`src/rtl/jpeg_entropy_bit_reader.sv`:
```
// JPEG entropy-segment bit reader: strips 0xFF00 stuffing, traps markers and
// exposes an MSB-first peek/consume window. Optional macro: JPEG_RST_ALIGN_EN.
module jpeg_entropy_bit_reader #(
  parameter int BUF_W  = 32,
  parameter int PEEK_W = 16
) (
  input  logic              clk,
  input  logic              rst,
  input  logic              in_valid,
  input  logic [7:0]        in_data,
  output logic              in_ready,
  output logic [PEEK_W-1:0] peek_data,
  output logic [5:0]        peek_avail,
  input  logic              consume_valid,
  input  logic [4:0]        consume_len,
  output logic              marker_valid,
  output logic [7:0]        marker_code,
  input  logic              marker_ack,
  output logic              error
);

  typedef enum logic [1:0] {NORMAL, GOT_FF, MARKER} state_t;

  state_t           state_reg, state_next;
  logic [BUF_W-1:0] buffer_reg, buffer_next;
  logic [5:0]       count_reg, count_next;
  logic             marker_valid_reg, marker_valid_next;
  logic [7:0]       marker_code_reg, marker_code_next;
  logic             error_reg, error_next;
`ifdef JPEG_RST_ALIGN_EN
  logic [2:0]       rst_idx_reg, rst_idx_next;
`endif

  logic             accept, consume_ok, ack, flush, append;
  logic [BUF_W-1:0] buf_mid, append_ext;
  logic [5:0]       cnt_mid, tail_sh;
  logic [7:0]       append_byte;

  assign in_ready     = (state_reg != MARKER) && (count_reg <= 6'(BUF_W-8));
  assign peek_data    = buffer_reg[BUF_W-1 -: PEEK_W];
  assign peek_avail   = count_reg;
  assign marker_valid = marker_valid_reg;
  assign marker_code  = marker_code_reg;
  assign error        = error_reg;

  always_comb begin
    state_next        = state_reg;
    marker_valid_next = marker_valid_reg;
    marker_code_next  = marker_code_reg;
    error_next        = error_reg;
`ifdef JPEG_RST_ALIGN_EN
    rst_idx_next      = rst_idx_reg;
`endif
    accept      = in_valid && in_ready;
    consume_ok  = consume_valid && (consume_len != 5'd0) &&
                  (int'(consume_len) <= PEEK_W) &&
                  ({1'b0, consume_len} <= count_reg);
    ack         = (state_reg == MARKER) && marker_ack && marker_valid_reg;
    flush       = 1'b0;
`ifdef JPEG_RST_ALIGN_EN
    flush       = ack && (marker_code_reg[7:3] == 5'b11010);
`endif
    append      = 1'b0;
    append_byte = in_data;

    // Consume is applied first so the appended byte lands at the new tail.
    buf_mid = buffer_reg;
    cnt_mid = count_reg;
    if (!flush) begin
      if (consume_ok) begin
        buf_mid = buffer_reg << consume_len;
        cnt_mid = count_reg - {1'b0, consume_len};
      end else if (consume_valid) begin
        error_next = 1'b1;
      end
    end

    case (state_reg)
      NORMAL: begin
        if (accept) begin
          if (in_data == 8'hFF) state_next = GOT_FF;
          else                  append = 1'b1;
        end
      end
      GOT_FF: begin
        if (accept) begin
          if (in_data == 8'h00) begin
            append      = 1'b1;
            append_byte = 8'hFF;
            state_next  = NORMAL;
          end else if (in_data != 8'hFF) begin
            marker_code_next  = in_data;
            marker_valid_next = 1'b1;
            state_next        = MARKER;
          end
        end
      end
      MARKER: begin
        if (ack) begin
          marker_valid_next = 1'b0;
          state_next        = NORMAL;
        end
      end
      default: state_next = NORMAL;
    endcase

    tail_sh    = 6'(BUF_W-8) - cnt_mid;
    append_ext = {{(BUF_W-8){1'b0}}, append_byte} << tail_sh;
    if (append) begin
      buffer_next = buf_mid | append_ext;
      count_next  = cnt_mid + 6'd8;
    end else begin
      buffer_next = buf_mid;
      count_next  = cnt_mid;
    end

`ifdef JPEG_RST_ALIGN_EN
    if (flush) begin
      buffer_next  = '0;
      count_next   = 6'd0;
      if (rst_idx_reg != marker_code_reg[2:0]) error_next = 1'b1;
      rst_idx_next = rst_idx_reg + 3'd1;
    end
`endif
  end

  always_ff @(posedge clk) begin
    if (rst) begin
      state_reg        <= NORMAL;
      buffer_reg       <= '0;
      count_reg        <= 6'd0;
      marker_valid_reg <= 1'b0;
      marker_code_reg  <= 8'h00;
      error_reg        <= 1'b0;
`ifdef JPEG_RST_ALIGN_EN
      rst_idx_reg      <= 3'd0;
`endif
    end else begin
      state_reg        <= state_next;
      buffer_reg       <= buffer_next;
      count_reg        <= count_next;
      marker_valid_reg <= marker_valid_next;
      marker_code_reg  <= marker_code_next;
      error_reg        <= error_next;
`ifdef JPEG_RST_ALIGN_EN
      rst_idx_reg      <= rst_idx_next;
`endif
    end
  end

endmodule

```
`config.mk`:
```
export PLATFORM = sky130hd
export DESIGN_NAME = jpeg_entropy_bit_reader
export DESIGN_NICKNAME = d
export VERILOG_FILES = /design/src/rtl/jpeg_entropy_bit_reader.sv
export SDC_FILE = /design/constraint.sdc
export NUM_CORES = 1
export LEC_CHECK = 0
export CORE_MARGIN = 2
export CORE_UTILIZATION = 40
export DETAILED_ROUTE_END_ITERATION = 10
export PLACE_DENSITY_LB_ADDON = 0.2
export SLEW_MARGIN = 0
export SYNTH_ARGS = -nofsm -noshare
export SYNTH_HDL_FRONTEND = slang
export SYNTH_SLANG_ARGS = --single-unit
export TNS_END_PERCENT = 100
```
`constraint.sdc`:
```
create_clock -name clk -period 5.44 [get_ports clk]
set_clock_uncertainty 0.1 [all_clocks]
set_input_delay 0.544 -clock clk [delete_from_list [all_inputs] [get_ports clk]]
set_output_delay 0.544 -clock clk [all_outputs]
set_load 0.005 [all_outputs]
```
After elaboration in Yosys (flattened, before gate mapping)

Index checks and enable logic that the tools add are counted.

Add/subtract/negate cells: 3
Multipliers: 0
Divide/modulo/power cells: 0
Order comparisons: 3
Equal/unequal tests: 12
Shift-type cells: 2
Multiplexer cells: 24
Bitwise operators: 3
Reductions and logical operators: 15

Operators by type and width:

| kind                | count |
|---|---|
| $mux 32             | 2 |
| $or 32x32->32       | 1 |
| $shl 32x5->32       | 1 |
| $shl 8x6->32        | 1 |
| $mux 8              | 3 |
| $ne 2x2->1 const B  | 7 |
| $mux 2              | 6 |
| $mux 6              | 2 |
| $reduce_and 5->1    | 2 |
| $eq 8x8->1 const B  | 1 |
| $logic_not 8->1     | 1 |
| $mux 1              | 8 |
| $ne 8x8->1 const B  | 1 |
| $logic_and 1x1->1   | 7 |
| $add 6x4->6 const B | 1 |
| $le 5x6->1          | 1 |
| $le 6x5->1 const B  | 1 |
| $pmux 2 s3          | 1 |
| $sub 5x6->6 const A | 1 |
| $sub 6x5->6         | 1 |
| $le 5x5->1 const B  | 1 |
| $reduce_bool 5->1   | 1 |
| $pmux 1 s2          | 2 |
| $reduce_and 4->1    | 1 |
| other kinds (7)     | 8 |

Register bits: 50
Bits in latches: 0
RAM bits: 0
Bits in read-only memories: 0
Input port bits: 18
Output and inout port bits: 33
Word-level logic and storage cells: 68
Memories kept: 0

Depth between registers and ports, before layout

Gate-level depths: netlist (run 1).

Depth in word-level cells: 9
Mapped depth: 23
Mapped depth without buffers: 18

Least setup slack after synthesis (run 1)

Ideal clock, no wire load.

Path kind: input-to-reg
Start point: in consume_len[3]
End point: reg buffer_reg[28]
Library setup time: 0.075 ns
Arrival time: 4.713 ns
Required time: 5.265 ns
Setup slack: 0.552 ns
Stages: 19
Buffers on the path: 7
Path through: buf_4 -> inv_1 -> clkbuf_1 -> clkbuf_1 -> ha_1 -> a21o_1 -> a21oi_1 -> a21o_1 -> buf_4 -> buf_4 -> clkbuf_1 -> mux2i_1 -> ha_1 -> clkbuf_1 -> a2111oi_1 -> nand3_1 -> o31ai_1 -> mux2i_1 -> o22ai_1

Word-level cells in the longest chain between the ends: 9
Elaborated cells on any way between the ends: 14
Classes of those cells: add/sub: 2; order compare: 2; shift: 2; mux: 3; bitwise: 1; reduce/logical: 4

RTL lines:

| element                                             | RTL line | RTL |
|---|---|---|
| start, declared                                     | 15       | `input logic [4:0] consume_len,` |
| branches (longest 8 deep; another with $sub 5x6->6) | -        |  |
| $mux 32 (*)                                         | 109      | `if (append) begin` |
| end signal, assigned                                | 140      | `buffer_reg <= buffer_next;` |
| end, declared                                       | 25       | `logic [BUF_W-1:0] buffer_reg, buffer_next;` |

Mark *: on every way between the ends.
A chain may end at the register's enable or synchronous reset.

Worst setup path after layout (run 1)

Start point: in consume_len[1]
End point: reg buffer_reg[22]

The elaborated chain is that of the path after synthesis.

==> tab_implementation.tex, run 1 <==
\begin{tabular}{lr}
\hline
Metric & Value \\
\hline
\multicolumn{2}{l}{\textbf{STA}} \\
\quad Hold violation count in the final report & 0 \\
\quad Maximum frequency from static timing analysis & 0.209 GHz \\
\quad Final worst-path cycle share & around 88\% \\
\quad Clock period minus final worst setup slack & between 4000 and 5000 ps \\
\quad Slew at the pin closest to its max-slew limit & 1030 ps \\
\quad Final number of setup-violating endpoints & 0 \\
\quad Fin Setup TNS & 0 ps \\
\quad RSZ-0062 raised after global routing & no \\
\quad Slew margin rel. & 31.3\% \\
\quad Final Slew Violations & 0 \\
\multicolumn{2}{l}{\textbf{Hold path}} \\
\quad Min-Delay Path Class & reg2reg \\
\quad Min-delay src & error\$\_SDFFE\_PP0P\_ \\
\quad Endpoint with the worst hold slack & error\$\_SDFFE\_PP0P\_ \\
\quad Instance count along the most critical hold path & 2 \\
\multicolumn{2}{l}{\textbf{Power and ir drop}} \\
\quad Static leakage & 1.92 nW \\
\quad Clock share of power & between 10\% and 20\% \\
\quad Cell Pwr Density & between 300 and 400 nW/µm² \\
\quad Internal power consumption & 1.07 mW \\
\quad Part of the power in combinational logic & a little over half \\
\quad IR Drop Worst-Case VDD & 166 µV \\
\quad Switching share of power & 43.8\% \\
\quad Seq pwr share & 27.3\% \\
\quad Net switching power figure & $\sim$0.83 mW \\
\multicolumn{2}{l}{\textbf{Worst setup path}} \\
\quad Category of the critical setup timing path & in2reg \\
\quad Crit path capture type & register \\
\quad RR Startpoint & peek\_avail[0]\$\_SDFF\_PP0\_ \\
\quad Worst Path Required & 5530 ps \\
\quad Worst path arrival time & $\sim$4900 ps \\
\quad Worst reg2reg path depth & 15 \\
\quad Worst Path Max Fanout & 12 \\
\quad End of the worst register-to-register path & buffer\_reg[22]\$\_SDFF\_PP0\_ \\
\quad Element type at the critical path start & input port \\
\quad Setup slack of the most critical reg-to-reg path & 830 ps \\
\multicolumn{2}{l}{\textbf{Finish}} \\
\quad Antenna diode instance count & 0 \\
\quad Non-filler instance count after layout & 803 \\
\quad Most frequent cells in the layout & sky130\_fd\_sc\_hd\_\_nand2\_1, sky130\_fd\_sc\_hd\_\_a21oi\_1, sky130\_fd\_sc\_hd\_\_dfxtp\_1 \\
\quad Max FFs per register & 32 \\
\quad Net count reported at finish & 661 \\
\quad Area added between synthesis and finish & 12.9\% \\
\quad Proportion of layout cells with a drive suffix above 1 & 12.1\% \\
\quad Post-layout utilization of the core & 46.4\% \\
\quad Most common library cell in the layout ignoring fill and taps & sky130\_fd\_sc\_hd\_\_nand2\_1 \\
\multicolumn{2}{l}{\textbf{Synth}} \\
\quad Multiplexer share of the synthesized area & 21.7\% \\
\quad EDFF count, synth & 0 \\
\quad Sequential share of the synthesized area & 20.2\% \\
\quad YS warnings & 0 \\
\quad Area fraction in compound gates after synthesis & between 20\% and 30\% \\
\quad Cell area after technology mapping & 4960 µm² \\
\quad Fraction of registers with async set or reset after synthesis & 0\% \\
\quad Count of unique library cells instantiated by Yosys & 70 \\
\quad Parity-gate share of the synthesized area counting xor and xnor cells & 1.06\% \\
\quad Synth Net Count & 653 \\
\quad Number of storage elements in the synthesis netlist & 50 \\
\quad Area share of fa/ha/maj cells after synthesis & 2.42\% \\
\quad Largest family of logic cells by synthesized area & compound AO/OA/AOI/OAI gates \\
\quad Mean cell area of the mapped netlist & slightly below 8 µm² \\
\quad Synthesized netlist cell count & 626 \\
\quad Post-Synth Simple-Gate Area & 20.7\% \\
\quad Synth Flop Type & sky130\_fd\_sc\_hd\_\_dfxtp\_1 \\
\multicolumn{2}{l}{\textbf{Routing}} \\
\quad Starting DRC count in detailed routing & 663 \\
\quad Count of unresolved DRC violations after routing & 0 \\
\quad Antenna-violating nets left & 0 \\
\quad Wire per inst & between 20 and 25 µm \\
\quad Via-to-Cell Ratio & 6.41 \\
\quad Total via count after detailed routing & between 5,000 and 6,000 \\
\quad Iteration count of the initial detailed-routing pass & 5 \\
\quad Wire length after detailed routing & 17.0 mm \\
\multicolumn{2}{l}{\textbf{Floorplanning}} \\
\quad Std-Cell Rows & 40 \\
\quad Starting Density & 41.1\% \\
\quad Vertical die dimension & 115 µm \\
\quad I/O pin count & 51 \\
\quad Standard cell core area & 12,100 µm² \\
\quad Area of the die & 13,300 µm² \\
\quad Die Width & 115 µm \\
\multicolumn{2}{l}{\textbf{Outcome}} \\
\quad Result of the run & finished, final reports clean \\
\multicolumn{2}{l}{\textbf{Placement}} \\
\quad Total placed cells including tap cells & around 800 \\
\quad HPWL after DPL & 12.6 mm \\
\quad Count of input and output buffers & 50 \\
\quad Placer congestion estimate & 0.911 \\
\multicolumn{2}{l}{\textbf{GRT}} \\
\quad First-pass GRT wire length & 26.8 mm \\
\quad Number of antenna violations at the first check in global routing & 0 \\
\quad Number of global-route vias before repair & 4,795 \\
\quad Overall routing resource usage & 25.7\% \\
\quad Total congestion overflow & 0 \\
\quad Maximum number of pins on one net before global-route repair & 56 \\
\multicolumn{2}{l}{\textbf{Clock network}} \\
\quad Post-CTS sizing & 0 \\
\quad Clock-pin slew on the worst setup and hold paths & 70 ps \\
\quad Clock insertion delay at the later pin of the skew report & 290 ps \\
\quad Clock Path Buffers & 2 \\
\quad Hold-fix buffers, CTS & 0 \\
\quad Clock tree root buffer cell & sky130\_fd\_sc\_hd\_\_clkbuf\_16 \\
\quad Cts bufs inserted & 5 \\
\quad TritonCTS clock tree & built \\
\quad CTS H-Tree Depth & 2 \\
\quad Count of buffers added by post-CTS timing repair for setup & 0 \\
\quad Sink Count & 50 \\
\multicolumn{2}{l}{\textbf{Job}} \\
\quad Max-capacitance violation count & 0 \\
\hline
\end{tabular}
synth_stat cells, types with 7 or more instances:
cell type	n	area [µm²]
sky130_fd_sc_hd__o221ai_1	8	70.1
sky130_fd_sc_hd__mux4_2	30	676
sky130_fd_sc_hd__and3_1	7	43.8
sky130_fd_sc_hd__buf_4	20	150
sky130_fd_sc_hd__nand4_1	21	131
sky130_fd_sc_hd__mux2i_1	26	260
sky130_fd_sc_hd__ha_1	8	100
sky130_fd_sc_hd__dfxtp_1	50	1000
sky130_fd_sc_hd__nand2_1	86	323
sky130_fd_sc_hd__mux2_2	10	113
sky130_fd_sc_hd__o21ai_0	36	180
sky130_fd_sc_hd__inv_1	18	67.6
sky130_fd_sc_hd__nor3_1	15	75.1
sky130_fd_sc_hd__buf_2	12	60.1
sky130_fd_sc_hd__clkbuf_1	28	105
sky130_fd_sc_hd__a211oi_1	16	120
sky130_fd_sc_hd__nor2_1	43	161
sky130_fd_sc_hd__a21oi_1	55	275
sky130_fd_sc_hd__a31oi_1	14	87.6
sky130_fd_sc_hd__nand3_1	11	55.1
metal layers:
| metal | vias to the layer above | GRT usage, % | wire [µm] |
|---|---|---|---|
| li1 | 2387 | - | - |
| met1 | 2490 | 37.9 | 7530 |
| met2 | 254 | 40.3 | 7660 |
| met3 | 18 | 3.74 | 1590 |
| met4 | 0 | 4.98 | 189 |
| met5 | - | 0 | 0 |
worst max path at each step:
| stage | startpoint | end | slack [ps] | cells after the start |
|---|---|---|---|---|
| 6_report | consume_len[1] | buffer_reg[22]$_SDFF_PP0_ | 660 | 14 |
| 5_1_grt | consume_len[1] | buffer_reg[24]$_SDFF_PP0_ | 270 | 17 |
| 4_1_cts | consume_len[1] | buffer_reg[13]$_SDFF_PP0_ | 680 | 14 |
| 3_5_place_dp | consume_len[1] | buffer_reg[25]$_SDFF_PP0_ | 420 | 14 |
| 3_3_place_gp | consume_len[1] | buffer_reg[25]$_SDFF_PP0_ | 490 | 14 |
| 2_1_floorplan | consume_len[3] | buffer_reg[28]$_SDFF_PP0_ | 550 | 19 |
worst max-delay path: stages:
cell	delay, ps
sky130_fd_sc_hd__clkdlybuf4s50_1	480
sky130_fd_sc_hd__inv_1	110
sky130_fd_sc_hd__fa_1	470
sky130_fd_sc_hd__a21oi_1	200
sky130_fd_sc_hd__o21ba_1	300
sky130_fd_sc_hd__a21o_1	420
sky130_fd_sc_hd__mux2i_1	310
sky130_fd_sc_hd__ha_1	400
sky130_fd_sc_hd__nor2_1	70
sky130_fd_sc_hd__and4_1	230
sky130_fd_sc_hd__a221oi_1	640
sky130_fd_sc_hd__a22o_1	340
sky130_fd_sc_hd__nand3_1	110
sky130_fd_sc_hd__a211oi_1	240
kinds of logic (layout without fill, tap and decap cells):
logic type | after synthesis | in the layout
flops | 50 | 50
compound gates | 192 | 192
buf+inv | 85 | 94
mux | 68 | 68
simple gates | 216 | 216
xor+xnor | 6 | 6
fa+ha+maj | 9 | 9
power by group through the flow:
stage	Sequential [mW]	Clock (mW)	Combinational [mW]
2_1_floorplan	0.477	0	0.746
3_3_place_gp	0.520	0	1.00
3_5_place_dp	0.521	0	1.00
4_1_cts	0.513	0.362	1.01
5_1_grt	0.523	0.376	1.11
6_report	0.517	0.357	1.02
cell type report:
class                           count  area [µm²]
Clock buffer                        7         133
Sequential cell                    50        1000
Fill cell                        1208        6460
Inverter                           21        81.3
Clock inverter                      1        30.0
Tap cell                          168         210
Multi-Input combinational cell    491        3540
Timing Repair Buffer               65         603
stage by stage:
step / instance area, µm² / power (mW) / hold WS (ps) / worst slack (ps)
6_report: 5600 / 1.89 / 385 / 657
5_1_grt: 5600 / 2.00 / 422 / 273
4_1_cts: 5600 / 1.88 / 390 / 681
3_5_place_dp: 5440 / 1.52 / 373 / 424
3_3_place_gp: 5440 / 1.52 / 351 / 487
2_1_floorplan: 4960 / 1.22 / 349 / 552
Note: power is estimated with default switching activity, not from simulation.
==> run 2, diff against run 1 <==
--- a/config.mk
+++ b/config.mk
@@ -5,10 +5,13 @@
 export SDC_FILE = /design/constraint.sdc
 export NUM_CORES = 1
 export LEC_CHECK = 0
+export CAP_MARGIN = 20
+export CORE_ASPECT_RATIO = 0.5
 export CORE_MARGIN = 2
 export CORE_UTILIZATION = 40
 export DETAILED_ROUTE_END_ITERATION = 10
 export PLACE_DENSITY_LB_ADDON = 0.2
+export SETUP_SLACK_MARGIN = 0.15
 export SLEW_MARGIN = 0
 export SYNTH_ARGS = -nofsm -noshare
 export SYNTH_HDL_FRONTEND = slang
==> run 2 against run 1 <==
Net effect:
- critical path depth shrank 1
- sequential share of layout area is essentially flat
- largest power group unchanged
- sequential power barely moved
- final cell count is 0.25% lower
- cell area fell by 0.13%
- power decreased by 1.1%
- sequential cell count is the same
==> tab_implementation.tex, run 2 (synthesis gave the netlist of run 1 again) <==
\begin{tabular}{lr}
\hline
Metric & Value \\
\hline
\multicolumn{2}{l}{\textbf{Clock network}} \\
\quad Sink Count & 50 \\
\quad Hold-fix buffers, CTS & 0 \\
\quad Post-CTS sizing & 0 \\
\quad Clock tree root buffer cell & sky130\_fd\_sc\_hd\_\_clkbuf\_16 \\
\quad Count of buffers added by post-CTS timing repair for setup & 0 \\
\quad Clock insertion delay at the later pin of the skew report & 300 ps \\
\quad CTS H-Tree Depth & 2 \\
\quad TritonCTS clock tree & built \\
\quad Cts bufs inserted & 5 \\
\quad Clock Path Buffers & 2 \\
\quad Clock-pin slew on the worst setup and hold paths & 70 ps \\
\multicolumn{2}{l}{\textbf{Routing}} \\
\quad Antenna-violating nets left & 0 \\
\quad Starting DRC count in detailed routing & 682 \\
\quad Iteration count of the initial detailed-routing pass & 5 \\
\quad Total via count after detailed routing & between 5,000 and 6,000 \\
\quad Wire per inst & between 15 and 20 µm \\
\quad Wire length after detailed routing & around 16 mm \\
\quad Via-to-Cell Ratio & 6.33 \\
\quad Count of unresolved DRC violations after routing & 0 \\
\multicolumn{2}{l}{\textbf{GRT}} \\
\quad Maximum number of pins on one net before global-route repair & 56 \\
\quad Number of global-route vias before repair & 4,647 \\
\quad Number of antenna violations at the first check in global routing & 0 \\
\quad Overall routing resource usage & 24.6\% \\
\quad Total congestion overflow & 0 \\
\quad First-pass GRT wire length & 25.7 mm \\
\multicolumn{2}{l}{\textbf{Power and ir drop}} \\
\quad Static leakage & 1.92 nW \\
\quad Cell Pwr Density & 335 nW/µm² \\
\quad IR Drop Worst-Case VDD & 140 µV \\
\multicolumn{2}{l}{\textbf{Outcome}} \\
\quad Result of the run & finished, final reports clean \\
\multicolumn{2}{l}{\textbf{Finish}} \\
\quad Most common library cell in the layout ignoring fill and taps & sky130\_fd\_sc\_hd\_\_nand2\_1 \\
\quad Total of fill cells in the finished design & 1,198 \\
\quad Area taken by flip-flops and latches & $\sim$1000 µm² \\
\quad Antenna diode instance count & 0 \\
\quad Multi-input gate area in the final layout & 3540 µm² \\
\quad Net count reported at finish & 662 \\
\quad Proportion of layout cells with a drive suffix above 1 & 12.6\% \\
\quad Most frequent cells in the layout & sky130\_fd\_sc\_hd\_\_nand2\_1, sky130\_fd\_sc\_hd\_\_a21oi\_1, sky130\_fd\_sc\_hd\_\_dfxtp\_1 \\
\quad Non-filler instance count after layout & 801 \\
\quad Max FFs per register & 32 \\
\quad Area added between synthesis and finish & 12.8\% \\
\multicolumn{2}{l}{\textbf{STA}} \\
\quad Hold violation count in the final report & 0 \\
\quad Slew margin rel. & 32.1\% \\
\quad Final setup margin & around 560 ps \\
\quad Clock period minus final worst setup slack & between 4000 and 5000 ps \\
\quad Fin Setup TNS & 0 ps \\
\quad Maximum frequency from static timing analysis & between 0.2 and 0.25 GHz \\
\quad Final worst-path cycle share & 89.6\% \\
\quad Final number of setup-violating endpoints & 0 \\
\quad Slew at the pin closest to its max-slew limit & 1020 ps \\
\quad Final Slew Violations & 0 \\
\quad RSZ-0062 raised after global routing & no \\
\multicolumn{2}{l}{\textbf{Floorplanning}} \\
\quad Starting Density & 41.5\% \\
\quad I/O pin count & 51 \\
\quad Vertical die dimension & 82.7 µm \\
\quad Die Width & 161 µm \\
\quad Std-Cell Rows & 28 \\
\quad Area of the die & roughly 13,000 µm² \\
\quad Standard cell core area & about 12,000 µm² \\
\multicolumn{2}{l}{\textbf{Worst setup path}} \\
\quad Worst path arrival time & 4930 ps \\
\quad Worst Path Max Fanout & 34 \\
\quad Worst Path Required & 5490 ps \\
\quad Crit path capture type & register \\
\quad Element type at the critical path start & input port \\
\quad Category of the critical setup timing path & in2reg \\
\multicolumn{2}{l}{\textbf{Placement}} \\
\quad HPWL after DPL & $\sim$12 mm \\
\quad Count of input and output buffers & 50 \\
\quad Post-placement setup slack & 313 ps \\
\quad Total placed cells including tap cells & 792 \\
\quad Placer congestion estimate & 0.906 \\
\multicolumn{2}{l}{\textbf{Hold path}} \\
\quad Min-Delay Path Class & reg2reg \\
\multicolumn{2}{l}{\textbf{Job}} \\
\quad Max-capacitance violation count & 0 \\
\hline
\end{tabular}
-- run 2: cell count changes in the layout (fill, tap and decap cells not counted), sizes merged --
cell    delta
clkbuf     -2
bufinv     -1
buf        +1
clkinv     +1
inv        +2
-- run 2: power breakdown --
group | switching [mW] | internal (mW)
Sequential | 0.0935 | 0.422
Combinational | 0.587 | 0.432
Clock | 0.163 | 0.175
-- run 2: layout make-up --
| cell class | instances | area share, % |
|---|---|---|
| clock buffers | 5 | 2.24 |
| well taps | 165 | 3.69 |
| multi-input cells | 491 | 63.3 |
| flip-flops and latches | 50 | 17.9 |
| clock inverters | 3 | 0.470 |
| repair buffers | 66 | 10.9 |
| inverters | 21 | 1.45 |
-- run 2: path summary, 6_finish.rpt --
| check | startpoint | endpoint | slack [ps] | cells after the start |
|---|---|---|---|---|
| worst max-delay path | consume_len[1] | buffer_reg[28]$_SDFF_PP0_ | 560 | 13 |
| worst min-delay path | error$_SDFFE_PP0P_ | error$_SDFFE_PP0P_ | 370 | 2 |
| worst max register to register | peek_avail[0]$_SDFF_PP0_ | buffer_reg[28]$_SDFF_PP0_ | 870 | 15 |
| worst min register to register | error$_SDFFE_PP0P_ | error$_SDFFE_PP0P_ | 370 | 2 |
-- run 2: metal layers --
layer	global-route usage, %	wire, µm
met5	0	0
met2	37.6	6710
met4	7.14	317
met1	35.5	7620
met3	4.40	1360
-- run 2: worst max-delay path: stages --
cell and delay, ps:
sky130_fd_sc_hd__clkdlybuf4s50_1 420, sky130_fd_sc_hd__buf_4 280, sky130_fd_sc_hd__nor4_2 380, sky130_fd_sc_hd__mux2_2 470, sky130_fd_sc_hd__a211o_1 400, sky130_fd_sc_hd__nand2_4 140
sky130_fd_sc_hd__inv_4 80, sky130_fd_sc_hd__ha_1 520, sky130_fd_sc_hd__inv_1 250, sky130_fd_sc_hd__a2111oi_0 730, sky130_fd_sc_hd__o31ai_1 270, sky130_fd_sc_hd__mux2i_1 300
sky130_fd_sc_hd__o22ai_1 120
-- run 2: per-stage QoR --
stage / cell area, µm² / power, mW / utilization [%] / hold slack, ps
finish: 5590 / 1.87 / 46.8 / 367
global route: 5590 / 1.99 / 46.8 / 412
CTS: 5580 / 1.85 / 46.7 / 374
detailed placement: 5430 / 1.51 / 45.5 / 355
global placement: 5430 / 1.50 / 45.5 / 354
floorplan: 4960 / 1.22 / - / 349
